[src/rtl/sm_mult_pkg.sv]
// sm_mult_pkg: shared FSM encoding and sizing for the shift-add multiplier arbiter
package sm_mult_pkg;
  localparam int OPW_DEF = 4;
  localparam int NCLI = 2;
  typedef enum logic [1:0] {IDLE, ADD, SHIFT, DONE} state_t;
endpackage

[src/rtl/sm_mult_datapath.sv]
// sm_mult_datapath: operand registers, running sum with carry, and the add/shift engine
module sm_mult_datapath
  import sm_mult_pkg::*;
#(
  parameter int OPW = OPW_DEF,
  parameter int CW  = 2
) (
  input  logic             clk,
  input  logic             rst_n,
  input  logic             i_load,
  input  logic             i_clear,
  input  logic             i_add_en,
  input  logic             i_shift,
  input  logic [CW-1:0]    i_cnt,
  input  logic [OPW-1:0]   i_md,
  input  logic [OPW-1:0]   i_mr,
  output logic [2*OPW-1:0] o_rs
);
  logic [OPW-1:0]   r_md;
  logic [OPW-1:0]   r_mr;
  logic [2*OPW-1:0] r_rs;
  logic             r_carry;
  logic [OPW:0]     w_sum;
  assign w_sum = {1'b0, r_rs[2*OPW-1:OPW]} + {1'b0, r_md};
  assign o_rs = r_rs;
  always_ff @(posedge clk or negedge rst_n) begin
    if (!rst_n) begin
      r_md    <= '0;
      r_mr    <= '0;
      r_rs    <= '0;
      r_carry <= 1'b0;
    end else begin
      if (i_load) begin
        r_md <= i_md;
        r_mr <= i_mr;
      end
      if (i_clear) begin
        r_rs    <= '0;
        r_carry <= 1'b0;
      end else if (i_add_en && r_mr[i_cnt]) begin
        {r_carry, r_rs[2*OPW-1:OPW]} <= w_sum;
      end else if (i_shift) begin
        r_rs    <= {r_carry, r_rs[2*OPW-1:1]};
        r_carry <= 1'b0;
      end
    end
  end
endmodule

[src/rtl/sm_mult_arbiter.sv]
// sm_mult_arbiter: two-client round-robin front end sequencing a shift-add multiplier
module sm_mult_arbiter
  import sm_mult_pkg::*;
#(
  parameter int OPW = OPW_DEF
) (
  input  logic             clk,
  input  logic             rst_n,
  input  logic [NCLI-1:0]  req_valid,
  output logic [NCLI-1:0]  req_ready,
  input  logic [OPW-1:0]   req_md0,
  input  logic [OPW-1:0]   req_mr0,
  input  logic [OPW-1:0]   req_md1,
  input  logic [OPW-1:0]   req_mr1,
  output logic             rsp_valid,
  input  logic             rsp_ready,
  output logic [2*OPW-1:0] rsp_product,
  output logic             rsp_id,
  output logic             busy
);
  localparam int CW = (OPW > 1) ? $clog2(OPW) : 1;
  state_t           r_state;
  state_t           w_next;
  logic [CW-1:0]    r_cnt;
  logic             r_last;
  logic             r_id;
  logic             w_pick1;
  logic             w_accept;
  logic             w_add;
  logic             w_shift;
  logic             w_last_iter;
  logic [2*OPW-1:0] w_rs;
  // client 1 wins when it is alone, or on a tie when client 0 was granted last
  assign w_pick1     = req_valid[1] & (~req_valid[0] | ~r_last);
  assign w_accept    = (r_state == IDLE) & rst_n & (|req_valid);
  assign req_ready   = w_accept ? (w_pick1 ? 2'b10 : 2'b01) : 2'b00;
  assign w_last_iter = r_cnt == CW'(OPW - 1);
  assign rsp_valid   = r_state == DONE;
  assign rsp_product = rsp_valid ? w_rs : '0;
  assign rsp_id      = rsp_valid & r_id;
  assign busy        = r_state != IDLE;
  always_comb begin
    w_next  = r_state;
    w_add   = 1'b0;
    w_shift = 1'b0;
    case (r_state)
      IDLE: w_next = w_accept ? ADD : IDLE;
      ADD: begin
        w_add  = 1'b1;
        w_next = SHIFT;
      end
      SHIFT: begin
        w_shift = 1'b1;
        w_next  = w_last_iter ? DONE : ADD;
      end
      default: w_next = rsp_ready ? IDLE : DONE;
    endcase
  end
  always_ff @(posedge clk or negedge rst_n) begin
    if (!rst_n) begin
      r_state <= IDLE;
      r_cnt   <= '0;
      r_last  <= 1'b1;
      r_id    <= 1'b0;
    end else begin
      r_state <= w_next;
      if (w_accept) begin
        r_cnt  <= '0;
        r_last <= w_pick1;
        r_id   <= w_pick1;
      end else if (w_shift && !w_last_iter) begin
        r_cnt <= r_cnt + 1'b1;
      end
    end
  end
  sm_mult_datapath #(.OPW(OPW), .CW(CW)) u_dp (
    .clk      (clk),
    .rst_n    (rst_n),
    .i_load   (w_accept),
    .i_clear  (w_accept),
    .i_add_en (w_add),
    .i_shift  (w_shift),
    .i_cnt    (r_cnt),
    .i_md     (w_pick1 ? req_md1 : req_md0),
    .i_mr     (w_pick1 ? req_mr1 : req_mr0),
    .o_rs     (w_rs)
  );
endmodule

[config.mk]
export PLATFORM = sky130hd
export DESIGN_NAME = sm_mult_arbiter
export DESIGN_NICKNAME = d
export VERILOG_FILES = /design/src/rtl/sm_mult_pkg.sv /design/src/rtl/sm_mult_datapath.sv /design/src/rtl/sm_mult_arbiter.sv
export SDC_FILE = /design/constraint.sdc
export NUM_CORES = 1
export LEC_CHECK = 0
export ABC_AREA = 1
export BUFFER_PORTS_ARGS = -buffer_cell sky130_fd_sc_hd__buf_2
export CORE_MARGIN = 2
export CORE_UTILIZATION = 55
export DETAILED_ROUTE_END_ITERATION = 8
export GPL_ROUTABILITY_DRIVEN = 0
export PLACE_DENSITY = 0.84
export SLEW_MARGIN = 20
export SYNTH_ARGS = -nofsm -noshare
export SYNTH_HDL_FRONTEND = slang
export SYNTH_SLANG_ARGS = --single-unit
[constraint.sdc]
create_clock -name clk -period 3.9 [get_ports clk]
set_input_delay 0.195 -clock clk [delete_from_list [all_inputs] [get_ports clk]]
set_output_delay 0.195 -clock clk [all_outputs]
set_load 0.01 [all_outputs]
# Word level (Yosys, flattened, before mapping)
# Index checks and enable logic that the tools add are counted.
dict set report op_classes {
  n_bitwise 7
  reduce_logical 10
  n_eq_ne 5
  n_lt_le_gt_ge 1
  n_addsub 2
  n_mux 22
}
# operator n
set op_table {}
lappend op_table {{8-bit 2-to-1 mux} 3}
lappend op_table {{4-bit 2-to-1 mux} 4}
lappend op_table {{2-bit 2-to-1 mux} 6}
lappend op_table {{1-bit 2-to-1 mux} 7}
lappend op_table {{2-bit == test (second input constant)} 3}
lappend op_table {{2-bit one-hot mux with 3 select lines} 1}
lappend op_table {{2-bit nonzero test} 3}
lappend op_table {{4-bit by 4-bit adder with 5-bit output} 1}
lappend op_table {{1-bit bitwise AND} 4}
lappend op_table {{2-bit by 3-bit less-than comparator with 1-bit output (second input constant)} 1}
lappend op_table {{3-bit nonzero test} 1}
lappend op_table {{2-bit by 1-bit adder with 2-bit output (second input constant)} 1}
lappend op_table {{1-bit binary-select mux with 2-bit select} 1}
lappend op_table {{2-bit by 1-bit == test with 1-bit output (second input constant)} 1}
lappend op_table {{1-bit logical AND} 2}
lappend op_table {{2-bit logical NOT} 1}
lappend op_table {{2-bit != test (second input constant)} 1}
lappend op_table {{1-bit NOT} 2}
lappend op_table {{2-bit AND reduction} 1}
lappend op_table {{2-bit OR reduction} 1}
lappend op_table {{1-bit logical NOT} 1}
lappend op_table {{1-bit OR} 1}
dict set report totals {
  word_cells 56
  inputBits 21
  reg_bits 23
}

# Logic depth before layout (Yosys ltp)
dict set report depth {
  ltp_word 5
  mapped_depth 9
  ltp_nobuf 9
}

# Hierarchy
# A second synthesis with hierarchy kept.
dict set report unflattened {
  hier_cells 202
  hier_area_um2 1488.9
}
# module n_inst cells_each area_per_inst_um2
set modules_own_cells {}
lappend modules_own_cells {sm_mult_datapath 1 109 968.4}
lappend modules_own_cells {sm_mult_arbiter 1 93 520.5}

# Worst setup path before layout
# OpenSTA, ideal clock, no wires.
dict set report synth_path {
  path_type {register to register}
  from {register u_dp.r_md[0]}
  to {register u_dp.r_carry}
  setup_time_ns 0.129
  stages_incl_launch_ff 7
  slack_ns 2.494
  n_path_buf 0
  arrival_time_ns 1.277
  synth_period_minus_slack_ns 1.406
  cell_sequence {dfrtp_1 ha_1 fa_1 nand2_1 a21oi_1 o21ai_0 o21ai_0}
}
dict set report synth_between {
  elab_chain_len 3
}
# element line_no
set synth_rtl {}
lappend synth_rtl {{start: declaration} sm_mult_datapath.sv:19} ;# logic [OPW-1:0] r_md;
lappend synth_rtl {{start signal: assignment} sm_mult_datapath.sv:34} ;# r_md <= i_md;
lappend synth_rtl {{4-bit by 4-bit adder with 5-bit output} sm_mult_datapath.sv:24} ;# assign w_sum = {1'b0, r_rs[2*OPW-1:OPW]} + {1'b0, r_md};
lappend synth_rtl {{1-bit 2-to-1 mux} sm_mult_datapath.sv:40} ;# end else if (i_add_en && r_mr[i_cnt]) begin
lappend synth_rtl {{1-bit 2-to-1 mux} sm_mult_datapath.sv:37} ;# if (i_clear) begin
lappend synth_rtl {{end signal: assignment} sm_mult_datapath.sv:41} ;# {r_carry, r_rs[2*OPW-1:OPW]} <= w_sum;
lappend synth_rtl {{end: declaration} sm_mult_datapath.sv:22} ;# logic r_carry;
# Every way passes these cells.
# A chain may end at the register's enable or synchronous reset.

# Worst setup path after layout
dict set report layout_path {
  from {input port rst_n}
  to {output port req_ready[0]}
}
dict set report layout_between {
  elab_chain_len 3
}
# element line_no
set layout_rtl {}
lappend layout_rtl {{start: declaration} sm_mult_arbiter.sv:8} ;# input logic rst_n,
lappend layout_rtl {{1-bit bitwise AND (2 in series)} sm_mult_arbiter.sv:35} ;# assign w_accept = (r_state == IDLE) & rst_n & (|req_valid);
lappend layout_rtl {{2-bit 2-to-1 mux} sm_mult_arbiter.sv:36} ;# assign req_ready = w_accept ? (w_pick1 ? 2'b10 : 2'b01) : 2'b00;
lappend layout_rtl {{end: declaration} sm_mult_arbiter.sv:10} ;# output logic [NCLI-1:0] req_ready,
# Every way passes these cells.

==> metrics.txt <==
outcome=finished, final reports clean; dpl hpwl=~2.0 mm; share of layout cells above drive strength 1=0.2410; vias in the first global route=around 1000; Switching Fraction=0.4464; Routed Antenna Nets=0; R2R cell count=6; Ports=34; Min-Delay Path Class=in -> reg; Data arrival, critical path=2.00 ns; Overflow after GRT=0; CTS Root Cell=clkbuf_4; diodes inserted=0; latest clock arrival within the worst-skew pair=0.31 ns; Total Neg Setup Slack=0 ns; Worst slew margin=0.6334; Finished Cell Area=0.001496 mm^2; initial antenna violation count=0; Initial Utilization=0.5802; total number of vias=~1100; pin count of the biggest net entering global routing=25; async set or reset register ratio after synthesis=1.000; cts hold-fix bufs=1; Hold Path Origin=rsp_ready; register area share after synthesis=0.4537; CTS Buf Count=3; number of distinct library cells after synthesis=22; Syn Inst Count=~160; top post-synthesis cells by area=dfrtp_1 43%, nand2_1 17%, nand3_1 7.5%; CP Capture Type=output port; Total Die Area=approximately 0.0027 mm^2; mapped cell area=between 0.001 and 0.0015 mm^2; RSZ-0062 raised after global routing=false; total chip power=983.8 uW; count leader, synth=nand2_1; Pleak=slightly above 0.8 nW; htree depth=1; Synth Net Count=approximately 190; Worst setup SP type=input pin; WP data required=around 3.7 ns; Clock Skew=~0.0013 ns; clk buf depth=2; synth cell count leaders=57 x nand2_1, 22 x dfrtp_1, 19 x nand3_1; Final Max Tran Viols=0; top_reg_cell synth=dfrtp_1; #FFs+latches synth=23; first-pass GRT wire length=roughly 4.2 mm; clock-pin slew on the worst setup and hold paths=roughly 0.12 ns; Fmax achieved=between 0.4 and 0.5 GHz; Residual DRC=0; Final Hold Slack=0.04787 ns; EDFF count, synth=0; Final min period=2.193 ns; R2R Path Start=u_dp.o_rs[4]; DR pass1 iterations=4; # rows=17; post-CTS setup repair buffer count=0; Net Sw Power=about 440 uW; DR iter-0 viols=17; core footprint=around 0.0022 mm^2; gr usage total=0.2140; Placed Area=about 0.0015 mm^2; Pint=between 500 and 600 uW; fin util=0.6830; endpoints failing setup=0; Yosys top cell by area=dfrtp_1; Nets=between 200 and 250; Worst Path Class, Setup=in -> out; Pwr per Cell Area=657.4 mW/mm^2; CP startpoint=rst_n; fin crit share=0.5623; Max FO, Critical Path=24; post-cts resize count=0; Hold Path Stages=2; via-per-instance ratio=between 5 and 6; Flop pwr share=0.417; synth warn=0; Sink Count=23; Maximum Capacitance Violations=0; VDD IR max=0.3977 mV; register area=around 580 um^2; Hold Fails Final Rpt=0; Worst-Margin Slew=between 0.5 and 0.6 ns; Routed WL per cell=11.63 um; port bufs=33; Clk pwr share=0.114; fillers=179; die height=52.08 um; Multi-input gate area=615.6 um^2; combinational fraction of design power=0.469; area share of the largest cell type after synthesis=0.4331; Synth Area per Inst=about 8 um^2; CTS tree=built; Detailed Route WL=about 2.6 mm; Chip Width=between 50 and 60 um; Area growth syn-to-layout=17.72%
[cells in the final DEF, fill, tap and decap left out]
master / instances
buf_2: 33
nor2_4: 3
inv_2: 2
a21oi_4: 1
a21oi_1: 4
nor2_1: 10
xnor2_1: 1
clkbuf_1: 1
inv_1: 16
nand3_2: 1
o211ai_4: 1
fa_1: 1
clkbuf_4: 3
dlygate4sd3_1: 1
dfrtp_1: 22
nand3_1: 19
o22ai_1: 4
nand4_1: 1
o21ai_0: 6
nand2_2: 1
dfstp_2: 1
ha_1: 5
nand2_1: 57
o21ai_2: 1
[registers in the layout (all words and copies together), names as in the netlist]
name / flops
u_dp.o_rs: 8
u_dp.r_carry: 1
r_id: 1
u_dp.r_mr: 4
u_dp.r_md: 4
r_state: 2
r_cnt: 2
r_last: 1
[layer usage]
metal  global-route usage  routed length [um]  share of wire
met1               0.2453                1122           0.43
met2               0.3797                1288           0.50
met3              0.03448                 147          0.057
met4               0.1096                  36          0.014
met5                    0                   0              0
[layout make-up]
class,instances,share of cell area
Multi-Input combinational cell,116,0.4114
Tap cell,28,0.02341
Timing Repair Buffer,34,0.1171
Clock buffer,4,0.01756
Sequential cell,23,0.3855
Inverter,18,0.04515
[path summary, 6_finish.rpt]
path                           endpoint  slack [ns]
max                        req_ready[0]        1.71
min                          r_state[1]        0.05
max reg2reg                u_dp.r_carry        2.35
min reg2reg                      r_last        0.50
max in group asynchronous        r_last        3.16
min in group asynchronous  u_dp.o_rs[1]        0.37
[kinds of logic (layout without fill, tap and decap cells)]
group,count (synthesis),after routing,synth area share
flip-flops,23,23,0.4537
XOR/XNOR,1,1,0.006891
AO/OA/AOI/OAI,17,17,0.09548
AND/OR/NAND/NOR,92,92,0.3169
adder cells (fa/ha/maj),6,6,0.06496
buffers and inverters,20,56,0.06201
[power groups by stage]
stage	combinational, mW	clock, mW	sequential, mW
final	0.461	0.112	0.411
after CTS	0.462	0.117	0.410
after global routing	0.520	0.124	0.422
after detailed placement	0.458	0	0.415
after floorplan	0.358	0	0.395
after global placement	0.440	0	0.410
[critical path, stage by stage]
cell           delay (ns)
dlygate4sd3_1        0.52
buf_2                0.45
o211ai_4             0.32
a21oi_4              0.33
buf_2                0.19
[through the flow]
stage | std cells | setup WS, ns
final | 223 | 1.707
after global placement | 218 | 2.258
after global routing | 223 | 1.490
after CTS | 223 | 1.667
after detailed placement | 218 | 2.203
after floorplan | 159 | 2.494
Note: power is estimated with default switching activity, not from simulation.
